==> src/rtl/sipo_packer.sv <==
// 2-bit symbol to 16-bit word packer with a one-word holding register toward a FIFO.
// Optional partial-word flush is built in when SIPO_FLUSH_EN is defined.
module sipo_packer (
    input  logic        clk,
    input  logic        rst_n,
    input  logic [1:0]  data_serial_i,
    input  logic        valid_serial_i,
    output logic        ready_serial_o,
    output logic [15:0] fifo_data_o,
    output logic        fifo_wr_en_o,
`ifdef SIPO_FLUSH_EN
    input  logic        flush_i,
    output logic        flush_done_o,
`endif
    input  logic        fifo_full_i
);

    typedef enum logic [1:0] {COLLECT, HOLD, STALL} state_t;

    state_t      state;
    state_t      state_nxt;
    logic [2:0]  cnt;
    logic [2:0]  cnt_nxt;
    logic [15:0] sr;
    logic [15:0] sr_nxt;
    logic [3:0]  cnt_eff;
    logic        pending;
    logic        pend_nxt;
    logic        accept;
    logic        complete;
    logic        flush_load;
    logic        flush_pulse;
    logic [15:0] pad_word;

    assign pending        = (state != COLLECT);
    assign fifo_wr_en_o   = pending && !fifo_full_i;
    assign ready_serial_o = !((state == STALL) && !fifo_wr_en_o);
    assign accept         = valid_serial_i && ready_serial_o;

    always_comb begin
        sr_nxt   = accept ? {sr[13:0], data_serial_i} : sr;
        cnt_eff  = {1'b0, cnt} + {3'b000, accept};
        complete = accept && (cnt == 3'd7);
        // Partial word includes any symbol accepted on this edge, then left-aligned.
        pad_word    = sr_nxt << (5'd16 - {cnt_eff, 1'b0});
        flush_load  = 1'b0;
        flush_pulse = 1'b0;
`ifdef SIPO_FLUSH_EN
        if (flush_i && !flush_done_o && (!pending || fifo_wr_en_o)) begin
            flush_pulse = 1'b1;
            flush_load  = !complete && (cnt_eff != 4'd0);
        end
`endif
        pend_nxt = complete || flush_load || (pending && !fifo_wr_en_o);
        cnt_nxt  = (complete || flush_load) ? 3'd0 : cnt_eff[2:0];
        if (!pend_nxt)
            state_nxt = COLLECT;
        else if (cnt_nxt == 3'd7)
            state_nxt = STALL;
        else
            state_nxt = HOLD;
    end

    always_ff @(posedge clk or negedge rst_n) begin
        if (!rst_n) begin
            state       <= COLLECT;
            cnt         <= '0;
            sr          <= '0;
            fifo_data_o <= '0;
        end else begin
            state <= state_nxt;
            cnt   <= cnt_nxt;
            sr    <= flush_load ? '0 : sr_nxt;
            if (complete)
                fifo_data_o <= sr_nxt;
            else if (flush_load)
                fifo_data_o <= pad_word;
        end
    end

`ifdef SIPO_FLUSH_EN
    always_ff @(posedge clk or negedge rst_n) begin
        if (!rst_n)
            flush_done_o <= 1'b0;
        else
            flush_done_o <= flush_pulse;
    end
`else
    logic unused_flush;
    assign unused_flush = flush_pulse;
`endif

endmodule

==> config.mk <==
export PLATFORM = sky130hd
export DESIGN_NAME = sipo_packer
export DESIGN_NICKNAME = d
export VERILOG_FILES = /design/src/rtl/sipo_packer.sv
export SDC_FILE = /design/constraint.sdc
export NUM_CORES = 1
export LEC_CHECK = 0
export CAP_MARGIN = 10
export CORE_UTILIZATION = 40
export CTS_BUF_LIST = sky130_fd_sc_hd__clkbuf_2 sky130_fd_sc_hd__clkbuf_4 sky130_fd_sc_hd__clkbuf_8
export CTS_CLUSTER_DIAMETER = 100
export DETAILED_ROUTE_END_ITERATION = 8
export GPL_TIMING_DRIVEN = 0
export PLACE_DENSITY = 0.69
export SYNTH_ARGS = -nofsm -noshare
export SYNTH_HDL_FRONTEND = slang
export SYNTH_SLANG_ARGS = --single-unit
export TNS_END_PERCENT = 10
==> constraint.sdc <==
create_clock -name clk -period 1.9 [get_ports clk]
set_input_delay 0.57 -clock clk [delete_from_list [all_inputs] [get_ports clk]]
set_output_delay 0.57 -clock clk [all_outputs]
set_load 0.01 [all_outputs]
After elaboration in Yosys (flattened, before gate mapping). Index checks and enable logic that the tools add are counted.

Register bits after elaboration: 37. Bits of input ports: 6. Word-level logic and storage cells: 22. Output and inout port bits: 18.

Equal/unequal tests: 3. Multiplexer cells: 4. Add/sub/neg operators: 1. Reduce and logical (&&, ||, !) cells: 10.

Operators with widths (count): $mux W16 (1); $eq A3 B3 Y1 const B (2); $logic_and A1 B1 Y1 (5); $mux W2 (2); $add A3 B1 Y3 (1); $logic_not A1 Y1 (3); $mux W3 (1); $eq A2 B2 Y1 const B (1); $reduce_bool A2 Y1 (1); $logic_or A1 B1 Y1 (1).

Longest topological paths before layout. Gate-level depths: netlist (run 1).

Word-level depth: 11. Mapped depth: 9.

Worst setup path after synthesis (run 1). OpenSTA, ideal clock, no wires.

Path kind: input to register. From: input fifo_full_i. To: register state[0]. Setup time: 0.127 ns. Data required time: 1.773 ns. Slack: -0.069 ns. Arrival time: 1.842 ns. Stages: 9. Cell sequence: nand3b_4 > nand2_4 > buf_6 > inv_1 > ha_1 > ha_1 > xor2_1 > a31oi_1 > or2_2.

Word-level cells in the longest chain between the ends: 11. Elaborated cells between the ends (all ways): 14. Classes of those cells: add/sub: 1; eq/ne: 1; mux: 3; reduce/logical: 9.

Ends and longest elaborated chain: start, declared (RTL line 15) `input logic fifo_full_i`; $logic_not A1 Y1 * (RTL line 36) `assign fifo_wr_en_o = pending && !fifo_full_i;`; $logic_and A1 B1 Y1 * (RTL line 36); $logic_not A1 Y1 * (RTL line 37, 54); $logic_and A1 B1 Y1 (RTL line 37) `assign ready_serial_o = !((state == STALL) && !fifo_wr_en_o);`; $logic_not A1 Y1 (RTL line 37); $logic_and A1 B1 Y1 (RTL line 38) `assign accept = valid_serial_i && ready_serial_o;`; $add A3 B1 Y3 or $logic_and A1 B1 Y1 (tied branches) (RTL line 42, 43); $mux W3 (RTL line 55) `cnt_nxt = (complete || flush_load) ? 3'd0 : cnt_eff[2:0];`; $eq A3 B3 Y1 (RTL line 58) `else if (cnt_nxt == 3'd7)`; $mux W2 (RTL line 58); $mux W2 * (RTL line 56) `if (!pend_nxt)`; net state_nxt[0] (RTL line 21) `state_t state_nxt;`; end signal, assigned (RTL line 71) `state <= state_nxt;`; end, declared (RTL line 20) `state_t state;`.

The timed path passes the listed nets; every way through them passes the cells marked *. A chain may end at the register's enable or synchronous reset.

Worst setup path after layout (run 1).
From: register fifo_data_o[0]. To: output fifo_data_o[0].

RTL lines: start, declared (RTL line 9) `output logic [15:0] fifo_data_o,`; start signal, assigned (RTL line 75) `fifo_data_o <= sr_nxt;`; start signal, assigned (RTL line 77) `fifo_data_o <= pad_word;`.

No word-level cell between the ends.

==> flow_summary.yaml, run 1 <==
critical_path:
  worstPathCellList: "clkdlybuf4s50_1"
  end_kind: "primary output"
  cp.required_ns: 1.33
  worst-path-stages: 1
  critPathBufInv: 1
  critical_path_arrival_ns: 1.25
  worst-path-max-fanout: 2
  critical_path.max_stage_delay_ns: 0.55
  path_class: "reg2out"
  r2r_end: "state[0]"
  ff2ff_path_depth: 8
  cp_top_family: "buffers and inverters"
  reg2reg_slack_ns: 0.17
  cp_slowest_cell: "clkdlybuf4s50_1"
  critPathLaunchType: "flop"
  r2r-start: "state[0]"
global_route:
  antenna_found_initial: 0
  grt_pass1_vias: 812
  grt_pass1_wl_um: 3930
  grt_overflow: 0
  grt_max_degree: 36
  groute.usage.overall_pct: 13.5
power:
  leakagePower_uw: 0.000854
  ir_drop_mv: 0.662
  powerDensity_nw_per_um2: 1520
clock_network:
  numCtsBuffers: 5
  clock-root-buffer: "clkbuf_4"
  cts_tree: "yes"
  htreeDepth: 2
  clk_latency_ns: 0.33
  path_clk_slew_ns: 0.10
  clk_path_buf_depth: 2
  cts_sinks: 35
routing:
  dr.pass1.iters: 2
  detail-route-antenna-nets: 0
  routed_wl_um: 2210
  viasPerCell: 4.70
  drtIter0Drc: 6
  wl_per_cell_um: 13.5
  drc: 0
  vias: 766
sta:
  final.period_utilization_pct: 95.6
  maxSlewViolCount: 0
  slew-limit-headroom_pct: 51.5
  hold_viol: 0
  timing.fmax_mhz: 550
  worstMarginPinSlew_ns: 0.728
  fin_setup_tns_ns: 0
  rsz0062_at_grt: "no"
  fin_crit_ns: 1.82
  finalClockSkew_ns: 0.00601
  finalSetupViolations: 0
run_status:
  status: "complete, no violations"
place:
  dp_cells: 155
  dpl-instance-area_um2: 1770
  routabilityCongestion: 0.652
  dp_hpwl_um: 1550
  port_buffers: 23
synth:
  syn_avg_cell_area_um2: 16.9
  yosysTopAreaCellShare_pct: 60.1
  synth_area_um2: 1460
  ys_types: 20
  synth_area_leader_cell: "dfrtp_1"
  synth.yosys.seq_area_share_pct: 60.1
  yosysWarnings: 0
  synthCells: 86
  ys_ff_latch: 35
  synth.area.top_cells: "dfrtp_1, mux2_4, mux2_2, ha_1, buf_6"
  syn_nets: 94
floorplan:
  core-area_um2: 3420
  die_y_um: 62.3
  row_count: 21
  initial_core_util_pct: 42.6
  die_x_um: 62.3
  dieArea_um2: 3890
  io-pin-count: 24
worst_hold_path:
  worstHoldPathType: "in2async"
finish:
  antennaDiodeCount: 0
  final_common_cell: "dfrtp_1"
  final_cell_mix: "dfrtp_1, clkdlybuf4s50_1, mux2_2, mux2_4, clkbuf_4"
  final_nets: 124
  area_growth_pct: 28.0
  final_cell_area_um2: 1860
  drive_gt1_share_pct: 42.7
  final_cells: 163
flow_run:
  cap_violations: 0
==> how the worst max path moves through the flow <==
stage	slack, ns	from	end
after floorplan	0.007	fifo_full_i	state[0]
after global routing	0.002	fifo_data_o[15]	fifo_data_o[15]
after detailed placement	-0.65	fifo_full_i	state[0]
after global placement	-0.64	fifo_full_i	state[0]
after CTS	0.03	state[0]	state[0]
final	0.08	fifo_data_o[0]	fifo_data_o[0]
==> layout make-up <==
class,count,area (um^2)
fill,301,1550
timing repair buffer,24,234
multi-input combinational,47,576
buffer,2,31.3
sequential,35,876
inverter,1,3.75
tap,46,57.6
clock inverter,2,35.0
clock buffer,6,51.3
==> what timing repair did <==
item,CTS,global route
buffers inserted,0,1
hold buffers,0,0
setup endpoints to repair,5,4
gates resized for setup,7,2
pin swaps,1,1
==> sequential cells by signal, summed over array words and instances, names as in the netlist <==
register / flops
sr: 14
state: 2
fifo_data_o: 16
cnt: 3
==> kinds of logic (layout without fill, tap and decap cells) <==
group	count (synthesis)	after routing	synth area share, %
XOR/XNOR	1	1	0.601
buffers and inverters	4	35	3.18
multiplexers	30	30	27.1
AND/OR/NAND/NOR	12	12	6.53
flip-flops	35	35	60.1
adder cells (fa/ha/maj)	2	2	1.72
AO/OA/AOI/OAI	2	2	0.773
==> power breakdown <==
part	internal [uW]	switching, uW
sequential	1040	187
combinational	717	341
clock	311	240
total	2070	769
==> Yosys cell counts, drive strengths merged <==
cell	count
a31oi	1
and2b	1
buf	3
dfrtp	35
ha	2
inv	1
mux2	30
nand2	1
nand3	1
nand3b	1
nand4	1
nor2	2
nor2b	3
nor3	1
o21ai	1
or2	1
xor2	1
==> per-stage QoR <==
step	worst slack, ns	total power, uW	util [%]	hold slack (ns)
after floorplan	0.00717	1850	-	0.274
after global placement	-0.642	2290	52.0	0.488
after global routing	0.00227	3030	54.6	0.306
after detailed placement	-0.652	2320	51.9	0.494
final	0.0833	2830	54.6	0.279
after CTS	0.0262	2880	54.7	0.299
==> per-layer routing <==
layer	routed length, um	GRT usage [%]	vias up
li1	-	-	359
met1	980	16.4	382
met2	1070	20.7	20
met3	118	6.07	5
met4	32	6.10	0
met5	0	0	-
Power figures use the tool's default switching activity.
==> inputs of run 2 (changes only) <==
--- a/config.mk
+++ b/config.mk
@@ -11,6 +11,7 @@
 export CTS_CLUSTER_DIAMETER = 100
 export DETAILED_ROUTE_END_ITERATION = 8
 export GPL_TIMING_DRIVEN = 0
+export HOLD_SLACK_MARGIN = 0.06
 export PLACE_DENSITY = 0.69
 export SYNTH_ARGS = -nofsm -noshare
 export SYNTH_HDL_FRONTEND = slang
==> results of run 2 <==
Final layout, timing and power as in run 1 (identical DEF).
